**config.mk**
```make
export PLATFORM = sky130hd
export DESIGN_NAME = uart_response_tx
export DESIGN_NICKNAME = d
export VERILOG_FILES = /design/src/rtl/uart_response_tx.sv
export SDC_FILE = /design/constraint.sdc
export NUM_CORES = 1
export LEC_CHECK = 0
export CAP_MARGIN = 20
export CORE_ASPECT_RATIO = 1.25
export CORE_MARGIN = 2
export CORE_UTILIZATION = 45
export DETAILED_ROUTE_END_ITERATION = 10
export HOLD_SLACK_MARGIN = 0.08
export PLACE_DENSITY_LB_ADDON = 0.3
export SYNTH_ARGS = -nofsm -noshare
export SYNTH_HDL_FRONTEND = slang
export SYNTH_SLANG_ARGS = --single-unit
```
**constraint.sdc**
```tcl
create_clock -name clk -period 3 [get_ports clk]
set_clock_uncertainty 0.05 [all_clocks]
set_input_delay 0.75 -clock clk [delete_from_list [all_inputs] [get_ports clk]]
set_output_delay 0.75 -clock clk [all_outputs]
set_load 0.005 [all_outputs]
```
**src/rtl/uart_response_tx.sv**
```systemverilog
// -----------------------------------------------------------------------------
// uart_response_tx
//
// Sends command-reader response bytes (max-value byte, ASCII '0'/'1') back to
// the host. Bytes arrive over a valid/ready handshake and wait in a small
// FIFO. Each byte is then sent on the tx pin as an 8N1 UART frame, LSB first.
// Frames that are already queued follow each other with no idle gap.
//
// Parameters:
//   CLKS_PER_BIT  clk cycles per UART bit (1..65535)
//   FIFO_DEPTH    byte buffer depth (power of two, >= 2)
//
// Ports:
//   clk         system clock
//   reset_b     asynchronous active-low reset
//   tx_data     byte to transmit; sampled only on an accepting edge
//   tx_valid    tx_data is valid this cycle
//   tx_ready    FIFO not full (taken from the registered count)
//   tx          UART serial line, idle high, registered
//   busy        a frame is in progress or the FIFO is non-empty
//   frame_done  one-cycle pulse on the final cycle of each stop bit
// -----------------------------------------------------------------------------
module uart_response_tx #(
  parameter int CLKS_PER_BIT = 868,
  parameter int FIFO_DEPTH   = 4
) (
  input  logic       clk,
  input  logic       reset_b,
  input  logic [7:0] tx_data,
  input  logic       tx_valid,
  output logic       tx_ready,
  output logic       tx,
  output logic       busy,
  output logic       frame_done
);

  localparam int PTR_W = $clog2(FIFO_DEPTH);
  localparam int CNT_W = $clog2(CLKS_PER_BIT) + 1;
  localparam logic [CNT_W-1:0] BAUD_LAST = CNT_W'(CLKS_PER_BIT - 1);
  localparam logic [PTR_W:0]   FIFO_FULL = (PTR_W + 1)'(FIFO_DEPTH);

  typedef enum logic [1:0] {IDLE, START, DATA, STOP} state_t;

  state_t           state;
  logic [CNT_W-1:0] baud_cnt;
  logic [2:0]       bit_idx;
  logic [7:0]       shift;

  logic [7:0]       mem [FIFO_DEPTH];
  logic [PTR_W-1:0] rd_ptr;
  logic [PTR_W-1:0] wr_ptr;
  logic [PTR_W:0]   count;

  logic full;
  logic empty;
  logic push;
  logic pop;
  logic bit_end;

  assign full     = (count == FIFO_FULL);
  assign empty    = (count == '0);
  assign tx_ready = !full;
  assign push     = tx_valid && !full;
  assign bit_end  = (baud_cnt == BAUD_LAST);

  // The head is taken either when idle, or on the last stop-bit cycle so the
  // next start bit follows immediately.
  assign pop  = !empty && ((state == IDLE) || ((state == STOP) && bit_end));
  assign busy = (state != IDLE) || !empty;

  // NOTE: the byte storage has no reset; only pointers and count need a known
  // value, and nothing reads an entry before it has been written.
  always_ff @(posedge clk) begin
    if (push) begin
      mem[wr_ptr] <= tx_data;
    end
  end

  // Pointers wrap naturally because FIFO_DEPTH is a power of two.
  always_ff @(posedge clk or negedge reset_b) begin
    if (!reset_b) begin
      rd_ptr <= '0;
      wr_ptr <= '0;
      count  <= '0;
    end else begin
      if (push) begin
        wr_ptr <= wr_ptr + PTR_W'(1);
      end
      if (pop) begin
        rd_ptr <= rd_ptr + PTR_W'(1);
      end
      case ({push, pop})
        2'b10:   count <= count + (PTR_W + 1)'(1);
        2'b01:   count <= count - (PTR_W + 1)'(1);
        default: count <= count;
      endcase
    end
  end

  // tx and frame_done are registered here, so each is set one edge ahead of
  // the cycle it describes.
  // NOTE: all state in clocked blocks uses non-blocking assignment, so every
  // read below sees the value from before this edge.
  always_ff @(posedge clk or negedge reset_b) begin
    if (!reset_b) begin
      state      <= IDLE;
      baud_cnt   <= '0;
      bit_idx    <= '0;
      shift      <= '0;
      tx         <= 1'b1;
      frame_done <= 1'b0;
    end else begin
      frame_done <= 1'b0;
      case (state)
        IDLE: begin
          if (pop) begin
            shift    <= mem[rd_ptr];
            baud_cnt <= '0;
            tx       <= 1'b0;
            state    <= START;
          end
        end

        START: begin
          if (bit_end) begin
            baud_cnt <= '0;
            bit_idx  <= '0;
            tx       <= shift[0];
            state    <= DATA;
          end else begin
            baud_cnt <= baud_cnt + CNT_W'(1);
          end
        end

        DATA: begin
          if (bit_end) begin
            baud_cnt <= '0;
            if (bit_idx == 3'd7) begin
              tx    <= 1'b1;
              state <= STOP;
              // A one-cycle stop bit is also its own final cycle.
              frame_done <= (BAUD_LAST == '0);
            end else begin
              bit_idx <= bit_idx + 3'd1;
              shift   <= shift >> 1;
              tx      <= shift[1];
            end
          end else begin
            baud_cnt <= baud_cnt + CNT_W'(1);
          end
        end

        STOP: begin
          if (bit_end) begin
            baud_cnt <= '0;
            if (pop) begin
              shift <= mem[rd_ptr];
              tx    <= 1'b0;
              state <= START;
            end else begin
              state <= IDLE;
            end
          end else begin
            baud_cnt   <= baud_cnt + CNT_W'(1);
            frame_done <= ((baud_cnt + CNT_W'(1)) == BAUD_LAST);
          end
        end

        default: state <= IDLE;
      endcase
    end
  end

endmodule

```
Word level (Yosys, flattened, before mapping)
Memory sizes are Yosys's and may differ from the RTL's.
Index checks and enable logic that the tools add are counted.
Word-level totals
  register bits: 33
  RAM bits: 32
  input port bits: 11
  output and inout port bits: 4
  logic and storage cells: 79
  memories kept: 1
Cells by class
  add/sub/neg operators: 6
  eq/ne operators: 15
  mux-type cells: 30
  reduce and logical (&&, ||, !) cells: 18
Memories
  mem: words 4, width 8, read ports 1, clocked after Yosys merged registers in 0, write ports 1, RTL line 49  | logic [7:0] mem [FIFO_DEPTH];
Operator list (number)
  8-bit two-way mux: 4
  8-bit case mux with 3 select lines: 1
  11-bit by 10-bit == test with 1-bit output, second input constant: 2
  11-bit two-way mux: 2
  11-bit case mux with 2 select lines: 1
  2-bit inequality test, second input constant: 6
  3-bit case mux with 2 select lines: 2
  11-bit by 1-bit adder with 11-bit output, second input constant: 1
  1-bit two-way mux: 10
  2-bit two-way mux: 5
  3-bit two-way mux: 3
  2-bit case mux with 4 select lines: 1
  4-bit AND reduction: 2
  3-bit by 1-bit adder with 3-bit output, second input constant: 2
  2-bit == test, second input constant: 3
  3-bit == test, second input constant: 2
  2-bit nonzero test: 3
  5-bit AND reduction: 1
  2-bit by 1-bit adder with 2-bit output, second input constant: 2
  2-bit by 1-bit == test with 1-bit output, second input constant: 2
  1-bit case mux with 4 select lines: 1
  1-bit logical AND: 3
  3-bit zero test: 1
  3-bit AND reduction: 1
  other kinds (6): 8

Longest topological paths before layout
  depth in word-level cells: 7
  gate-level depth with buffers: 12
  mapped depth without buffers: 10

Worst setup path after synthesis
OpenSTA, ideal clock, no wires.
  path type: register to register
  start: reg baud_cnt[0]
  end: reg count[1]
  setup time: 125 ps
  arrival time: 2540 ps
  required time: 2825 ps
  setup slack: 285 ps
  cell stages (with the launch flop): 10
  buffers on the path: 1
  clock period less this slack: 2715 ps
  path through: dfrtp_1 ha_1 nor4b_4 a41oi_2 or2_1 clkbuf_1 inv_2 ha_1 fa_1 mux2_2
Between the ends
  word-level cells in the longest chain between the ends: 6
  elaborated cells between the ends (all ways): 8
  those cells by class: eq/ne (3); mux (1); reduce/logical (4)
RTL lines
  start: declaration: RTL line 45  | logic [CNT_W-1:0] baud_cnt;
  start signal: assignment: RTL line 131  | baud_cnt <= baud_cnt + CNT_W'(1);
  start signal: assignment: RTL line 149  | baud_cnt <= baud_cnt + CNT_W'(1);
  start signal: assignment: RTL line 164  | baud_cnt <= baud_cnt + CNT_W'(1);
  11-bit by 10-bit == test with 1-bit output *: RTL line 64  | assign bit_end = (baud_cnt == BAUD_LAST);
  1-bit logical AND *: RTL line 68  | assign pop = !empty && ((state == IDLE) || ((state == STOP) && bit_end));
  1-bit logical OR *: RTL line 68
  1-bit logical AND *: RTL line 68
  via pop: RTL line 57  | logic pop;
  2-bit by 1-bit == test with 1-bit output / 2-bit == test (equally long branches): RTL line 92  | case ({push, pop})
  3-bit case mux with 2 select lines / 2-bit nonzero test (equally long branches)
  end signal: assignment: RTL line 93  | 2'b10: count <= count + (PTR_W + 1)'(1);
  end signal: assignment: RTL line 94  | 2'b01: count <= count - (PTR_W + 1)'(1);
  end signal: assignment: RTL line 95  | default: count <= count;
  end: declaration: RTL line 52  | logic [PTR_W:0] count;
Mark *: on every way through the listed nets, which the timed path passes. The rest lies on a longest branch.
A chain may end at the register's enable or synchronous reset.

Worst setup path after layout
  start: reg count[0]
  end: out busy
Between the ends
  word-level cells in the longest chain between the ends: 3
RTL lines
  3-bit zero test: RTL line 61  | assign empty = (count == '0);
  1-bit zero test: RTL line 69  | assign busy = (state != IDLE) || !empty;
  1-bit logical OR: RTL line 69
  end: declaration: RTL line 33  | output logic busy,
No other way between the ends.

==> results.md <==
- Worst path cell trace: nor3_1, and2_1, inv_1, clkdlybuf4s50_1
- Vias in the first global route: roughly 2300
- Cells after Synth: approximately 270
- CP max stage delay: around 460 ps
- Reg clk slew, reported paths: about 70 ps
- Synth Warn #: 0
- Synth Cell Area: 3340 sq um
- P_leak: between 1 and 1.5 nW
- Fin cells: ~390
- GR Overflow Total: 0
- Yosys reg bits: 65
- Initial core utilization: a little under half
- Crit Path Category: register to output port
- CP max stage cell: clkdlybuf4s50_1
- Layout cells sized above 1: between 10% and 20%
- Critical Path AT: 2010 ps
- Initial antenna violation count: 0
- Tot Pwr: around 3.7 mW
- First-pass GRT wire length: 11100 um
- Mapped Nets: 299
- Antenna Nets Post-Route: 0
- Area Growth Syn to Fin: 14.2%
- Endpoint class of the critical path: output port
- DRT iter0 DRCs: 85
- GRT Util Overall: between 10% and 20%
- DRT Pass-1 Iters: 4
- Dpl hpwl: roughly 4500 um
- Maximum vdd drop: approximately 0.44 mV
- Hold/Removal Path Class: register to register
- Total CTS buffers: 9
- Final worst slack: around 190 ps
- Max_slew headroom: 59.0%
- Fin. Hold Viols: 0
- Area of the multi-input gates: about 1400 sq um
- Setup WS pre-CTS: roughly 270 ps
- I/O Buffers: 14
- Fin crit period: between 2000 and 3000 ps
- Resized Gates After CTS: 0
- Max_cap viols: 0
- Root buf cell: clkbuf_8
- Skew-Pair Late Insertion Delay: ~340 ps
- Die Ht: 100 um
- Die Width: 81.0 um
- Area of the die: approximately 8100 sq um
- Post-Place Cells: between 300 and 400
- TNS Setup: 0 ps
- Outcome: finished, final reports clean
- Standard-cell rows: 35
- RSZ-0062 raised after global routing: no
- Post-synth cell types: between 50 and 60
- Drt total wl: 6330 um
- Core Area: between 7000 and 8000 sq um
- Fillcell total: 654
- I/O pin count: 15
- Antenna diode count: 0
- Asr flop ratio synth: around half
- Worst Max-Slew Pin Slew: roughly 610 ps
- Final Slew Violations: 0
- CTS tree: built
- Critical Path Source Type: register
- Post-DR vias/cell: approximately 5.6
- Post CTS Setup Buffer Count: 0
- DRC viols: 0
- Required @ worst endpoint: 2200 ps
- Register area share after synthesis: approximately 54%
- Wirelength per Cell: roughly 16 um
- PwrDens: about 1000 nW/um^2
- H-tree level count: 3
- Dominant synthesized flop cell: edfxtp_1
- Clk buf depth: 2
- Most frequent cells in the layout: 32 x dfrtp_1, 32 x edfxtp_1, 25 x nand2_1
- Crit share post-route: 93.7%
- Max Clk Rate: roughly 360 MHz
- Hold buffer count at CTS: 0
- Setup violations, final: 0
- Crit-path max FO: 5
- Synth Area per Inst: 12.3 sq um
- EDFF count, synth: 32
- NumNets Final: 321
- Via Count: around 2200
- Sequential cell area: ~1800 sq um
- Largest net degree at the start of global routing: 34
- Gp weighted congestion: between 0.7 and 0.8
- CTS sink count: 65
-- worst max-delay path, delay by kind of cell (launching register included) --
kind          cells  cell delay [ps]
flops             1              450
simple gates      2              660
buf+inv           2              560
-- cell families (layout without fill, tap and decap cells) --
logic type	after synthesis	count (layout)	synth area share, %
AOI/OAI and AO/OA	59	59	13.8
xor gates and xnor gates	10	10	2.62
adders and majority gates	16	16	6.22
buffers and inverters	25	52	3.26
DFF	65	65	53.6
muxes	10	10	6.07
and+or+nand+nor	87	87	14.5
-- flip-flops by register name (all words and copies together) (netlist names) --
register,count
mem,32
shift,8
rd_ptr,2
frame_done,1
bit_idx,3
tx,1
baud_cnt,11
state,2
wr_ptr,2
count,3
-- cell usage after synthesis (2+ instances only) --
library cell | count | area (sq um)
a21oi_1 | 4 | 20.0
a2bb2oi_1 | 6 | 52.6
a32oi_1 | 3 | 26.3
and2_1 | 3 | 18.8
and3_1 | 4 | 25.0
buf_2 | 6 | 30.0
clkbuf_1 | 4 | 15.0
dfrtp_1 | 32 | 801
edfxtp_1 | 32 | 961
ha_1 | 15 | 188
inv_1 | 12 | 45.0
mux2_2 | 2 | 22.5
mux4_2 | 8 | 180
nand2_1 | 25 | 93.8
nand2b_1 | 3 | 18.8
nand3_1 | 9 | 45.0
nor2_1 | 10 | 37.5
nor2b_1 | 3 | 18.8
nor3_1 | 5 | 25.0
nor4_1 | 7 | 43.8
o211ai_1 | 2 | 15.0
o21ai_0 | 21 | 105
o221a_2 | 5 | 56.3
o22ai_1 | 2 | 12.5
o31ai_1 | 3 | 22.5
or2_2 | 2 | 12.5
or3_1 | 5 | 31.3
xnor2_1 | 7 | 61.3
xor2_1 | 3 | 26.3
-- final cells by class --
class	count	share of cell area (%)
Tap cell	92	3.02
Clock inverter	6	2.17
Inverter	13	1.28
Multi-Input combinational cell	182	37.8
Sequential cell	65	46.9
Clock buffer	10	3.35
Timing Repair Buffer	23	5.45
-- worst paths after layout --
kind / startpoint / endpoint / slack, ps / cells after the start
setup / recovery: count[0]$_DFFE_PN0P_ / busy / 190 / 4
hold / removal: count[2]$_DFFE_PN0P_ / count[2]$_DFFE_PN0P_ / 460 / 1
setup reg to reg: bit_idx[0]$_DFFE_PN0P_ / shift[2]$_DFFE_PN0P_ / 390 / 7
hold reg to reg: count[2]$_DFFE_PN0P_ / count[2]$_DFFE_PN0P_ / 460 / 1
max in group asynchronous: reset_b / tx$_DFFE_PN1P_ / 1810 / 2
min in group asynchronous: reset_b / baud_cnt[8]$_DFFE_PN0P_ / 760 / 2
-- stage by stage --
step | hold WS [ps] | utilization (%) | instance area [sq um]
6_report | 458 | 52.4 | 3810
4_1_cts | 454 | 52.4 | 3810
5_1_grt | 483 | 52.4 | 3810
3_5_place_dp | 439 | 49.5 | 3600
3_3_place_gp | 429 | 49.5 | 3600
2_1_floorplan | 404 | - | 3340
-- where the power goes --
part           internal, mW  total (mW)  switching, mW
sequential             1.20        1.43          0.227
clock                 0.464       0.798          0.334
combinational         0.754        1.52          0.771
total                  2.42        3.75           1.33
-- per-layer routing --
layer	wire (um)	share of wire [%]	global-route usage, %
met5	0	0	0
met4	163	2.6	9.26
met3	163	2.6	3.78
met2	3230	51	29.9
met1	2770	44	22.5
No activity file was read; power rests on OpenSTA's default activity.
